$ cat src/rtl/gene_net_pkg.sv
// ---------------------------------------------------------------------------
// gene_net_pkg
//   Shared definitions for the gene-network attractor controller:
//   state width, counter width and the sequencer state encoding.
//   No ports (package).
// ---------------------------------------------------------------------------
package gene_net_pkg;

  localparam int GN_W     = 8;
  localparam int GN_CNT_W = 9;   // holds 256 (cycle length of a full 8-bit ring)

  typedef enum logic [2:0] {
    ST_IDLE = 3'd0,
    ST_LAM  = 3'd1,
    ST_REW  = 3'd2,
    ST_ADV  = 3'd3,
    ST_MU   = 3'd4,
    ST_DONE = 3'd5
  } gn_state_t;

endpackage

$ cat src/rtl/gene_sweep_counter.sv
// ---------------------------------------------------------------------------
// gene_sweep_counter
//   Initial-state generator for sweep builds (macro GENE_SWEEP_EN).
//   Produces x0 = 0..255, advancing once per accepted result and wrapping
//   back to 0 after the last one. Synchronous reset returns it to 0.
//   Ports:
//     clk      in  1  system clock
//     rst      in  1  synchronous active-high reset
//     advance  in  1  step to the next initial state
//     value    out W  current initial state
//   Compiled to an empty file when GENE_SWEEP_EN is undefined.
// ---------------------------------------------------------------------------
`ifdef GENE_SWEEP_EN
module gene_sweep_counter
  import gene_net_pkg::*;
#(
  parameter int W = GN_W
) (
  input  logic         clk,
  input  logic         rst,
  input  logic         advance,
  output logic [W-1:0] value
);

  // Sweep position register.
  always_ff @(posedge clk) begin
    if (rst) begin
      value <= {W{1'b0}};
    end else if (advance) begin
      value <= value + W'(1);
    end else begin
      value <= value;
    end
  end

endmodule
`endif

$ cat src/rtl/gene_net_attractor_ctrl.sv
// ---------------------------------------------------------------------------
// gene_net_attractor_ctrl
//   Drives an external gene-network update function f() to classify the
//   attractor reached from an initial state. Brent's method finds the cycle
//   length (lam), then a two-pointer walk finds the transient length (mu)
//   and the first state on the attractor.
//   Ports:
//     clk        in   1      system clock
//     rst        in   1      synchronous active-high reset
//     start      in   1      run request, sampled only in IDLE
//     init_val   in   W      initial state, captured with start
//     busy       out  1      run in progress / result not yet accepted
//     step_x     out  W      state presented to f()
//     step_fx    in   W      f(step_x), same cycle
//     res_valid  out  1      result valid, held until res_ready
//     res_ready  in   1      result consumer ready
//     res_init   out  W      initial state of this result
//     res_fixed  out  1      1 = fixed point (lam == 1)
//     res_attr   out  W      first state on the attractor
//     res_mu     out  CNT_W  transient length
//     res_lam    out  CNT_W  cycle length
//     sweep_last out  1      (GENE_SWEEP_EN only) result belongs to x0 = 255
//   Configuration macro: GENE_SWEEP_EN -- start sweeps x0 = 0..255 and
//   ignores init_val; undefined builds run once per start.
// ---------------------------------------------------------------------------
module gene_net_attractor_ctrl
  import gene_net_pkg::*;
#(
  parameter int W     = GN_W,
  parameter int CNT_W = GN_CNT_W
) (
  input  logic             clk,
  input  logic             rst,
  input  logic             start,
  input  logic [W-1:0]     init_val,
  output logic             busy,
  output logic [W-1:0]     step_x,
  input  logic [W-1:0]     step_fx,
  output logic             res_valid,
  input  logic             res_ready,
  output logic [W-1:0]     res_init,
  output logic             res_fixed,
  output logic [W-1:0]     res_attr,
  output logic [CNT_W-1:0] res_mu,
  output logic [CNT_W-1:0] res_lam
`ifdef GENE_SWEEP_EN
  ,
  output logic             sweep_last
`endif
);

  gn_state_t        state_r;
  logic [W-1:0]     x0_r;
  logic [W-1:0]     tort_r;
  logic [W-1:0]     hare_r;
  logic [CNT_W-1:0] power_r;
  logic [CNT_W-1:0] lam_r;
  logic [CNT_W-1:0] k_r;
  logic [CNT_W-1:0] mu_r;
  logic             sub_r;     // MU phase: 0 = tortoise step, 1 = hare step

  logic             go_s;
  logic [W-1:0]     seed_s;
  logic             handshake_s;

  assign handshake_s = (state_r == ST_DONE) && res_valid && res_ready;

`ifdef GENE_SWEEP_EN
  logic         sweep_run_r;
  logic [W-1:0] sweep_val_s;

  gene_sweep_counter #(.W(W)) u_sweep (
    .clk     (clk),
    .rst     (rst),
    .advance (handshake_s),
    .value   (sweep_val_s)
  );

  // A sweep keeps re-launching itself from IDLE until the last x0 is accepted.
  assign go_s   = start || sweep_run_r;
  assign seed_s = sweep_val_s;
`else
  assign go_s   = start;
  assign seed_s = init_val;
`endif

  // Select which pointer is fed to the external update function this cycle.
  always_comb begin
    step_x = {W{1'b0}};
    case (state_r)
      ST_IDLE: begin
        if (go_s) begin
          step_x = seed_s;
        end else begin
          step_x = {W{1'b0}};
        end
      end
      ST_LAM:  step_x = hare_r;
      ST_ADV:  step_x = hare_r;
      ST_MU: begin
        if (sub_r) begin
          step_x = hare_r;
        end else begin
          step_x = tort_r;
        end
      end
      default: step_x = {W{1'b0}};
    endcase
  end

  // Sequencer: Brent search, rewind, hare lead-out, mu walk, result hold.
  always_ff @(posedge clk) begin
    if (rst) begin
      state_r   <= ST_IDLE;
      x0_r      <= {W{1'b0}};
      tort_r    <= {W{1'b0}};
      hare_r    <= {W{1'b0}};
      power_r   <= {CNT_W{1'b0}};
      lam_r     <= {CNT_W{1'b0}};
      k_r       <= {CNT_W{1'b0}};
      mu_r      <= {CNT_W{1'b0}};
      sub_r     <= 1'b0;
      busy      <= 1'b0;
      res_valid <= 1'b0;
      res_init  <= {W{1'b0}};
      res_fixed <= 1'b0;
      res_attr  <= {W{1'b0}};
      res_mu    <= {CNT_W{1'b0}};
      res_lam   <= {CNT_W{1'b0}};
`ifdef GENE_SWEEP_EN
      sweep_run_r <= 1'b0;
      sweep_last  <= 1'b0;
`endif
    end else begin
      case (state_r)
        ST_IDLE: begin
          if (go_s) begin
            x0_r    <= seed_s;
            tort_r  <= seed_s;
            hare_r  <= step_fx;           // f(x0)
            power_r <= CNT_W'(1);
            lam_r   <= CNT_W'(1);
            busy    <= 1'b1;
            state_r <= ST_LAM;
`ifdef GENE_SWEEP_EN
            sweep_run_r <= 1'b1;
`endif
          end else begin
            state_r <= ST_IDLE;
          end
        end
        ST_LAM: begin
          if (tort_r == hare_r) begin
            state_r <= ST_REW;
          end else begin
            // Reset-to-zero then +1 collapses into loading 1.
            if (power_r == lam_r) begin
              tort_r  <= hare_r;
              power_r <= power_r << 1;
              lam_r   <= CNT_W'(1);
            end else begin
              lam_r   <= lam_r + CNT_W'(1);
            end
            hare_r <= step_fx;
          end
        end
        ST_REW: begin
          tort_r  <= x0_r;
          hare_r  <= x0_r;
          k_r     <= {CNT_W{1'b0}};
          state_r <= ST_ADV;
        end
        ST_ADV: begin
          if (k_r == lam_r) begin
            mu_r    <= {CNT_W{1'b0}};
            sub_r   <= 1'b0;
            state_r <= ST_MU;
          end else begin
            hare_r <= step_fx;
            k_r    <= k_r + CNT_W'(1);
          end
        end
        ST_MU: begin
          // Compare only between pairs: mid-pair the pointers are one step
          // out of phase and a fixed point would match spuriously.
          if (!sub_r && (tort_r == hare_r)) begin
            res_valid <= 1'b1;
            res_init  <= x0_r;
            res_fixed <= (lam_r == CNT_W'(1));
            res_attr  <= tort_r;
            res_mu    <= mu_r;
            res_lam   <= lam_r;
`ifdef GENE_SWEEP_EN
            sweep_last <= (x0_r == {W{1'b1}});
`endif
            state_r   <= ST_DONE;
          end else if (!sub_r) begin
            tort_r <= step_fx;
            sub_r  <= 1'b1;
          end else begin
            hare_r <= step_fx;
            mu_r   <= mu_r + CNT_W'(1);
            sub_r  <= 1'b0;
          end
        end
        ST_DONE: begin
          if (handshake_s) begin
            res_valid <= 1'b0;
            state_r   <= ST_IDLE;
`ifdef GENE_SWEEP_EN
            busy <= sweep_run_r && !sweep_last;
            if (sweep_last) begin
              sweep_run_r <= 1'b0;
            end else begin
              sweep_run_r <= sweep_run_r;
            end
`else
            busy <= 1'b0;
`endif
          end else begin
            state_r <= ST_DONE;
          end
        end
        default: begin
          state_r <= ST_IDLE;
        end
      endcase
    end
  end

endmodule
$ cat config.mk
export PLATFORM = sky130hd
export DESIGN_NAME = gene_net_attractor_ctrl
export DESIGN_NICKNAME = d
export VERILOG_FILES = /design/src/rtl/gene_net_pkg.sv /design/src/rtl/gene_sweep_counter.sv /design/src/rtl/gene_net_attractor_ctrl.sv
export SDC_FILE = /design/constraint.sdc
export NUM_CORES = 1
export LEC_CHECK = 0
export BUFFER_PORTS_ARGS = -buffer_cell sky130_fd_sc_hd__buf_2
export CAP_MARGIN = 20
export CORE_UTILIZATION = 45
export CTS_CLUSTER_SIZE = 28
export DETAILED_ROUTE_END_ITERATION = 10
export PLACE_DENSITY = 0.74
export SLEW_MARGIN = 10
export SYNTH_ARGS = -nofsm -noshare
export SYNTH_HDL_FRONTEND = slang
export SYNTH_SLANG_ARGS = --single-unit
export TNS_END_PERCENT = 100
$ cat constraint.sdc
create_clock -name clk -period 3.6 [get_ports clk]
set_input_delay 0.36 -clock clk [delete_from_list [all_inputs] [get_ports clk]]
set_output_delay 0.36 -clock clk [all_outputs]
set_load 0.01 [all_outputs]
==> impl_results.md, run 1 <==
- Fraction of layout instances using a drive strength above 1: 15.2%
- Share of the synthesized area in the top cell type: 39.5%
- Worst Hold Class: primary input to flop
- Final Power: just under 4 mW
- RR Startpoint: state_r[0]$_SDFFE_PP0P_
- IO Count: 65
- Worst setup path class: flop to output port
- Worst hold start: init_val[0]
- P_int: 2.44 mW
- Hold-fix buffer count after cts: 0
- Yosys warning total: 0
- Die height: 109 um
- Filler instances: 1014
- GR Util met1: between 30% and 40%
- Inserted Clock Buffers: 9
- Largest cells by area after synthesis: dfxtp_1 40%, mux2i_1 9.0%, nand2_1 5.2%, a21oi_1 4.4%, nor2_1 3.8%
- NumNets Final: 660
- CP Buf/Inv Count: 3
- Finished Core Util: 52.6%
- Synthesized net count: 629
- Die ar.: 11800 um2
- Max frequency: 321 MHz
- Area Growth Syn to Fin: 12.5%
- Synth Register Bits: 101
- Placer Congestion: 0.962
- Slew @ Worst Pin: 898 ps
- Mean Syn Cell Area: 8.45 um2
- CTS root buf: clkbuf_16
- Clk sinks: 101
- Avg Vias per Cell: 6.09
- Die W: ~110 um
- GR Overflow Total: 0
- Final Cycle Share: 86.5%
- Clock Power Share: 27.2%
- Slowest stage delay, CP: about 840 ps
- Reg-to-Reg End: tort_r[4]$_SDFFE_PP0P_
- Routing usage on met3: 5.24%
- Post-CTS setup buffers: 0
- Startpoint types: flop
- RSZ-0062 raised after global routing: false
- Synth Instances: 605
- Routed Antenna Nets: 0
- Critical Path Sink Type: output port
- DR pass1 iterations: 8
- Placed cell count: about 770
- Pwr/cell area: around 700 nW/um2
- Logic pwr share: 33.6%
- Status: completed
- Pleak: 2.53 nW
- CP delay by family, top: flip-flops
- Final wirelength: 13500 um
- Vias in the first global route: 4282
- VDD IR-drop max: 396 uV
- Max Root-Sink Buffers: 2
- Cell Chain, Critical Path: clkinv_1 -> and3_1 -> a222oi_1 -> inv_1 -> buf_2
- Synth Cell Area: 5110 um2
- DR vias: about 4700
- Ys flop type: dfxtp_1
- Reg2reg setup slack: between 900 and 1000 ps
- EDFF count, synth: 0
- Hold path cells: 3
- CTS tree: yes
- Total Neg Setup Slack: 0 ps
- Rows: 38
- Final min period: 3110 ps
- Finished Layout Cells: roughly 800
- GRT Util Overall: 23.4%
- Buffers on Ports: 64
- 1st-iter DRT viols: 584
- Slew headroom: between 40% and 50%
- Detailed placer's ending HPWL: 9510 um
- Drt drc: 0
- Effective utilization at floorplan: a little under half
- Core Area: 10900 um2
- Final Slew Violations: 0
- Worst path arrival time: around 2800 ps
- Share of power burned in registers: 39.2%
- Initial antenna violation count: 0
- Final Hold Vio Count: 0
- First-pass GRT wire length: approximately 22000 um
- CTS resizes: 0
- Worst R2R Path Depth: 5
- Critical Path RT: roughly 3200 ps
- Endpoints failing setup: 0
- Distinct cells, synth: 62
- CTS H-tree lvls: 3
- GRT met2 Usage: 35.4%
- Clock slew at reported path FFs: approximately 70 ps
- NetSw: 1.52 mW
- Grt peak-use layer: met2
- Post-route setup slack: 487 ps
- Diode count: 0
- Worst-Skew Late Latency: 350 ps
- Largest net degree at the start of global routing: 47
- Worst Path Max Fanout: 26
- Asr flop ratio synth: 0%
- Pre-CTS setup slack: 934 ps
- Max-cap violations: 0
- DR WL/cell: 17.3 um
- Post-synthesis sequential area ratio: 39.5%
- Final Skew: 5.97 ps
- Hold Path End: x0_r[0]$_SDFFE_PP0N_
- Top cell type by total area after synthesis: dfxtp_1
- Net Sw Frac: 38.5%
- Slowest cell on crit path: dfxtp_1
==> how the worst max path moves through the flow <==
stage / slack [ps] / start / depth (start not counted) / to
finish: 490 / state_r[1]$_SDFFE_PP0P_ / 5 / step_x[1]
global route: 340 / state_r[1]$_SDFFE_PP0P_ / 5 / step_x[6]
CTS: 540 / state_r[1]$_SDFFE_PP0P_ / 5 / step_x[1]
detailed placement: 930 / state_r[1]$_SDFFE_PP0P_ / 5 / step_x[1]
global placement: 1140 / state_r[1]$_SDFFE_PP0P_ / 5 / step_x[6]
floorplan: 1700 / state_r[1]$_SDFFE_PP0P_ / 7 / step_x[4]
==> area by class of cell <==
type / instances / area (um2) / share of cell area, %
multi-input combinational: 434 / 2780 / 48.4
sequential: 101 / 2020 / 35.2
timing repair buffer: 71 / 373 / 6.48
clock buffer: 10 / 229 / 3.98
tap: 140 / 175 / 3.05
clock inverter: 5 / 100 / 1.74
inverter: 19 / 71.3 / 1.24
==> metal layers <==
metal,vias up,wire length (um)
li1,2259,-
met1,2231,6130
met2,220,6040
met3,37,1030
met4,0,321
met5,-,0
==> power groups by stage <==
stage               clock network [mW]  logic, mW  registers (mW)
floorplan                            0       1.17            1.38
global placement                     0       1.27            1.55
detailed placement                   0       1.30            1.56
CTS                               1.10       1.31            1.54
global route                      1.12       1.45            1.57
finish                            1.08       1.33            1.55
==> layout by cell type (no fill, tap or decap), types with 16 or more instances in the layout <==
master and n:
nand3b_1 16, xor2_1 18, mux2i_1 46, a31oi_1 17, nand3_1 29, inv_1 18, nand2_1 71, dfxtp_1 101
buf_2 64, nor2_1 52, o21ai_0 20, a21oi_1 45
==> cells by family after synthesis <==
kind of cell	Yosys count	share of synthesized area, %
and+or+nand+nor	222	21.7
AOI/OAI and AO/OA	135	18.0
DFF	101	39.5
buffers and inverters	70	6.17
muxes	46	9.00
xor gates and xnor gates	27	4.62
adders and majority gates	4	0.979
==> state kept, by name, indices dropped and copies added, names as in the netlist, 9 cells and up <==
register	cells
lam_r	9
k_r	9
mu_r	9
power_r	9
res_lam	9
res_mu	9
==> worst min-delay path, stage by stage <==
cell and delay [ps]:
buf_2 120, nand2_1 60, a21oi_1 50
==> per-stage QoR <==
step | hold slack, ps | area [um2]
CTS | 278 | 5750
global placement | 458 | 5420
global route | 304 | 5750
finish | 290 | 5750
floorplan | 431 | 5110
detailed placement | 461 | 5420
==> cells in the mapped netlist, types with 2 or more instances <==
master and instances:
a2111o_1 2, a211oi_1 3, a21oi_1 45, a221o_1 8, a222oi_1 8, a311oi_1 9, a31oi_1 17, and3_1 5
and4_1 2, buf_2 18, buf_4 2, buf_6 3, clkbuf_1 27, dfxtp_1 101, ha_1 4, inv_1 18
mux2i_1 46, nand2_1 71, nand2b_1 2, nand3_1 30, nand3b_1 16, nand4_1 9, nor2_1 52, nor3_1 8
nor4_1 4, o2111ai_1 2, o21a_1 2, o21ai_0 20, o21ai_1 2, o31ai_1 2, o32ai_1 2, or3_1 8
or4_1 3, xnor2_1 9, xor2_1 18
Power figures use the tool's default switching activity.
==> run 2, diff against run 1 <==
- clock period: 3.6 -> 3.07 ns (I/O delays scaled with it)
==> run 2 against run 1 <==
Compared with the run above: first-iteration DRC count down 16%; utilization down 0.080 points; global-route usage down 0.45 points; routed wire length down 1.4%; flip-flop and latch count unchanged; setup slack worse by 220 ps; largest cell class unchanged; highest routed layer unchanged; critical path type unchanged; register-to-register slack worse by 490 ps; power up 14%; non-clock buffer count up 5.
==> impl_results.md, run 2 (synthesis results as in run 1) <==
- Clock Power Share: 24.4% (-2.8 points)
- Vias in the first global route: 4178 (-2.4%)
- NetSw: 1.83 mW (+20%)
- Die height: 109 um (unchanged)
- Worst-Skew Late Latency: 350 ps (about the same)
- Worst R2R Path Depth: 5 (unchanged)
- Max frequency: between 300 and 400 MHz
- FF/Latch Area: 2020 um2 (unchanged)
- Endpoints failing setup: 0 (unchanged)
- Effective utilization at floorplan: 46.8% (unchanged)
- Beginning of the critical path: state_r[0]$_SDFFE_PP0P_
- Reg2reg setup slack: 490 ps (-490 ps)
- Max-cap violations: 0 (unchanged)
- Critical Path Sink Type: output port
- Die ar.: 11800 um2 (unchanged)
- Finished Core Util: 52.5% (-0.080 points)
- First-pass GRT wire length: 21100 um (-1.9%)
- Logic pwr share: 36.6% (+3.0 points)
- Critical Path RT: 2760 ps (-480 ps)
- Clk sinks: 101 (unchanged)
- CTS resizes: 0 (unchanged)
- Detailed placer's ending HPWL: 9530 um (+0.21%)
- Final Slew Violations: 0 (unchanged)
- Final min period: between 2000 and 3000 ps
- Worst setup path class: flop to output port
- VDD IR-drop max: 340 uV (-14%)
- Net Sw Frac: 40.5% (+2.0 points)
- Critical Path Sink: step_x[5]
- CTS root buf: clkbuf_16
- 1st-iter DRT viols: 493 (-16%)
- DR vias: 4730 (-0.36%)
- Status: completed
- Hold-fix buffer count after cts: 0 (unchanged)
- Die W: 109 um (unchanged)
- Inserted Clock Buffers: 9 (unchanged)
- Routed Antenna Nets: 0 (unchanged)
- NumNets Final: 665 (+0.76%)
- Worst Hold Class: primary input to flop
- CTS H-tree lvls: 3 (unchanged)
- Avg Vias per Cell: 6.02 (-1.1%)
- Area Growth Syn to Fin: 12.3%
- Final Hold Vio Count: 0 (unchanged)
- Fraction of layout instances using a drive strength above 1: 16.1% (+0.94 points)
- Placer Congestion: 0.931 (-3.3%)
- Buffers on Ports: 64 (unchanged)
- Total Neg Setup Slack: 0 ps (unchanged)
- CTS tree: yes
- Largest net degree at the start of global routing: 46 (-2.1%)
- Most frequent cells in the layout: 101 x dfxtp_1, 71 x nand2_1, 64 x buf_2
- Final Skew: 8.14 ps (+2.17 ps)
- Worst path arrival time: 2490 ps (-260 ps)
- Share of power burned in registers: 38.9% (-0.3 points)
- Reg-to-Reg End: tort_r[6]$_SDFFE_PP0P_
- Startpoint types: flop
- Diode count: 0 (unchanged)
- Multi-input logic area: 2780 um2 (unchanged)
- Post-layout instance area: 5740 um2 (-0.15%)
- Filler instances: 994 (-2.0%)
- RR Startpoint: state_r[0]$_SDFFE_PP0P_
- Max Root-Sink Buffers: 2 (unchanged)
- Pleak: 2.53 nW (about the same)
- Final wirelength: 13300 um (-1.4%)
- P_int: 2.68 mW (+9.9%)
- Core Area: 10900 um2 (unchanged)
- Slew headroom: 42.9% (+2.7 points)
- Pwr/cell area: 784 nW/um2 (+14%)
- Rows: 38 (unchanged)
- RSZ-0062 raised after global routing: false
- Drt drc: 0 (unchanged)
- GR Overflow Total: 0 (unchanged)
- DR pass1 iterations: 5 (-3)
- DR WL/cell: 17.0 um (-2.2%)
- Final Cycle Share: 91.3%
- GRT Util Overall: 22.9% (-0.45 points)
- Commonest non-fill, non-tap cell in the layout: dfxtp_1
- IO Count: 65 (unchanged)
- Placed Area: 5460 um2 (+0.69%)
- Slew @ Worst Pin: 856 ps (-41.9 ps)
- Worst Path Max Fanout: 28 (+7.7%)
- Clock slew at reported path FFs: 70 ps (about the same)
- Initial antenna violation count: 0 (unchanged)
- Post-CTS setup buffers: 0 (unchanged)
[run 2: worst min-delay path by stage]
stage / from / end / slack, ps / cells past startpoint
2_1_floorplan: mu_r[8]$_SDFFE_PP0P_ / mu_r[8]$_SDFFE_PP0P_ / 430 / 1
3_3_place_gp: res_fixed$_SDFFE_PP0P_ / res_fixed$_SDFFE_PP0P_ / 450 / 2
3_5_place_dp: mu_r[8]$_SDFFE_PP0P_ / mu_r[8]$_SDFFE_PP0P_ / 470 / 1
4_1_cts: init_val[0] / x0_r[0]$_SDFFE_PP0N_ / 230 / 3
5_1_grt: init_val[0] / x0_r[0]$_SDFFE_PP0N_ / 230 / 3
6_report: init_val[0] / x0_r[0]$_SDFFE_PP0N_ / 240 / 3
[run 2: final cells by class]
class | instances | area share, %
Clock buffer | 10 | 4.16
Clock inverter | 6 | 0.763
Inverter | 19 | 1.24
Multi-Input combinational cell | 434 | 48.4
Sequential cell | 101 | 35.2
Tap cell | 140 | 3.05
Timing Repair Buffer | 76 | 7.15
[run 2: layer usage]
layer | track usage, % | vias to the layer above | wire [um]
met5 | 0 | - | 0
li1 | - | 2261 | -
met3 | 4.82 | 25 | 1090
met2 | 33.7 | 208 | 5840
met4 | 9.56 | 0 | 276
met1 | 32.2 | 2236 | 6120
[run 2: worst max-delay path, cell delays in order, from the launching register on]
cell	delay (ps)
dfxtp_1	880
nor2_1	180
and3_1	450
a222oi_1	430
inv_1	70
buf_2	140
[run 2: power groups by stage]
stage / clock [mW] / sequential [mW] / combinational (mW)
after floorplan: 0 / 1.62 / 1.37
after global placement: 0 / 1.76 / 1.59
after detailed placement: 0 / 1.77 / 1.62
after CTS: 1.11 / 1.74 / 1.62
after global routing: 1.17 / 1.77 / 1.80
final: 1.10 / 1.75 / 1.65
[run 2: metrics by stage]
stage                     cells  hold slack [ps]  total power, mW  setup slack, ps
after global routing        786              234             4.74             98.0
after floorplan             605              431             2.99             1190
after CTS                   786              235             4.47              292
after detailed placement    770              465             3.38              573
after global placement      770              446             3.36              655
final                       786              239             4.50              268
==> run 3, diff against run 2 <==
- PLACE_DENSITY: 0.74 -> 0.76
- RECOVER_POWER: default -> 100
- clock period: 3.07 -> 2.4 ns (I/O delays scaled with it)
==> run 3 against run 2 <==
Compared with the run above: sequential power grew 25%; final cell count is 1.8% higher; clock-buffer cell count did not move.
==> impl_results.md, run 3 (synthesis results as in run 1) <==
- Hold path cells: 3 (unchanged)
- Filler instances: 1030 (+3.6%)
- GR Overflow Total: 0 (unchanged)
- Inserted Clock Buffers: 9 (unchanged)
- Met3 WL: 993 um (-9.0%)
- Placed cell count: 784 (+1.8%)
- CTS tree: yes
- Worst Path Max Fanout: 12 (-57%)
- Pleak: 2.44 nW (-3.6%)
- Hold-fix buffer count after cts: 0 (unchanged)
- Critical Path RT: 2160 ps (-600 ps)
- Placer Congestion: 0.953 (+2.4%)
- Effective utilization at floorplan: 46.8% (unchanged)
- 1st-iter DRT viols: 547 (+11%)
- VDD IR-drop max: 606 uV (+78%)
- Finished Layout Cells: 800 (+1.8%)
- Worst hold start: init_val[3]
- Worst R2R Path Depth: 5 (unchanged)
- Status: completed
- Final wirelength: 14200 um (+6.5%)
- Max Root-Sink Buffers: 2 (unchanged)
- Clk sinks: 101 (unchanged)
- Pre-CTS setup slack: 211 ps (-362 ps)
- DR WL/cell: 17.7 um (+4.6%)
- Slowest stage delay, CP: 410 ps (-470 ps)
- Slowest cell on crit path: dfxtp_2
- Worst Hold Class: primary input to flop
- Reg-to-Reg End: k_r[6]$_SDFFE_PP0P_
- Final Slew Violations: 0 (unchanged)
- Endpoints failing setup: 0 (unchanged)
- Hold Path End: x0_r[3]$_SDFFE_PP0N_
- First-pass GRT wire length: 23000 um (+8.8%)
- Diode count: 0 (unchanged)
- Pwr/cell area: 1020 nW/um2 (+30%)
- M1 WL: 6370 um (+4.0%)
- Cell Chain, Critical Path: buf_4 -> nor2_1 -> and3_2 -> a222oi_1 -> inv_1 -> buf_2
- Critical Path Sink Type: output port
- Fraction of layout instances using a drive strength above 1: 13.0% (-3.1 points)
- Buffers on Ports: 64 (unchanged)
- Final Cycle Share: 94.3%
- Die W: 109 um (unchanged)
- Vias in the first global route: 4552 (+9.0%)
- Drt drc: 0 (unchanged)
- Max-cap violations: 0 (unchanged)
- NumNets Final: 679 (+2.1%)
- Worst setup path class: flop to output port
- Detailed placer's ending HPWL: 9880 um (+3.7%)
- WL met2: 6520 um (+12%)
- Slew headroom: 44.8% (+1.9 points)
- Clock slew at reported path FFs: 70 ps (about the same)
- CTS H-tree lvls: 3 (unchanged)
- Largest net degree at the start of global routing: 35 (-24%)
- Area Growth Syn to Fin: 14.0%
- RR Startpoint: lam_r[3]$_SDFFE_PP0P_
- Routed Antenna Nets: 0 (unchanged)
- Post-route setup slack: 137 ps (-131 ps)
- Max frequency: roughly 440 MHz
- Max layer used: met4
- Most frequent cells in the layout: 98 x dfxtp_1, 70 x nand2_1, 52 x nor2_1
- Worst-Skew Late Latency: 360 ps (about the same)
- Avg Vias per Cell: 6.02 (about the same)
- Startpoint types: flop
- Initial antenna violation count: 0 (unchanged)
- Final Hold Vio Count: 0 (unchanged)
- Slew @ Worst Pin: 829 ps (-27.2 ps)
- Reg2reg setup slack: 200 ps (-290 ps)
- DR vias: 4814 (+1.8%)
- Post-CTS setup buffers: 0 (unchanged)
- Final Skew: 4.92 ps (-3.21 ps)
- CTS resizes: 3 (+3)
- GRT Util Overall: 25.2% (+2.3 points)
- Rows: 38 (unchanged)
- DR pass1 iterations: 5 (unchanged)
- CTS root buf: clkbuf_16
- Worst path arrival time: 2020 ps (-470 ps)
- Core Area: 10900 um2 (unchanged)
- IO Count: 65 (unchanged)
- Die ar.: 11800 um2 (unchanged)
- Final min period: 2260 ps
- Placed Area: 5580 um2 (+2.2%)
- Commonest non-fill, non-tap cell in the layout: dfxtp_1
- Post-layout instance area: 5830 um2 (+1.5%)
- Die height: 109 um (unchanged)
==> run 3: final cells by class <==
cell class / instances / area, um2 / area share (%)
inverter: 19 / 71.3 / 1.22
sequential: 101 / 2030 / 34.7
tap: 140 / 175 / 3.00
clock inverter: 6 / 45.0 / 0.773
timing repair buffer: 90 / 489 / 8.39
clock buffer: 10 / 239 / 4.10
multi-input combinational: 434 / 2790 / 47.8
==> run 3: critical path: cells and delay by family (launching register included) <==
kind                   cells  cell delay (ps)
AO/OA/AOI/OAI              1              340
buffers and inverters      3              480
flip-flops                 1              410
AND/OR/NAND/NOR            2              430
==> run 3: routing by layer <==
layer  vias up  track usage, %
met5         -               0
met4         0            9.85
met3        26            4.82
met2       205            39.5
met1      2305            33.9
li1       2278               -
==> run 3: through the flow <==
| stage | utilization (%) | TNS [ps] | power, mW | hold WS (ps) |
|---|---|---|---|---|
| finish | 53.3 | 0 | 5.94 | 160 |
| global route | 53.3 | -2.64 | 6.25 | 165 |
| CTS | 53.7 | 0 | 5.88 | 151 |
| detailed placement | 51.0 | 0 | 4.46 | 457 |
| global placement | 51.0 | 0 | 4.40 | 442 |
| floorplan | - | 0 | 3.83 | 376 |
==> run 3: worst max-delay path by stage <==
stage,from,cells after the start,end
after floorplan,lam_r[4]$_SDFFE_PP0P_,6,k_r[6]$_SDFFE_PP0P_
after global placement,lam_r[4]$_SDFFE_PP0P_,5,k_r[6]$_SDFFE_PP0P_
after detailed placement,lam_r[4]$_SDFFE_PP0P_,5,k_r[6]$_SDFFE_PP0P_
after CTS,state_r[0]$_SDFFE_PP0P_,7,step_x[6]
after global routing,state_r[2]$_SDFFE_PP0P_,6,step_x[6]
final,state_r[2]$_SDFFE_PP0P_,6,step_x[6]
==> run 3: report_power, final <==
part	leakage, nW	internal, mW	switching, mW
combinational	1.49	0.889	1.45
sequential	0.820	1.89	0.300
clock	0.132	0.737	0.674
total	2.44	3.51	2.43
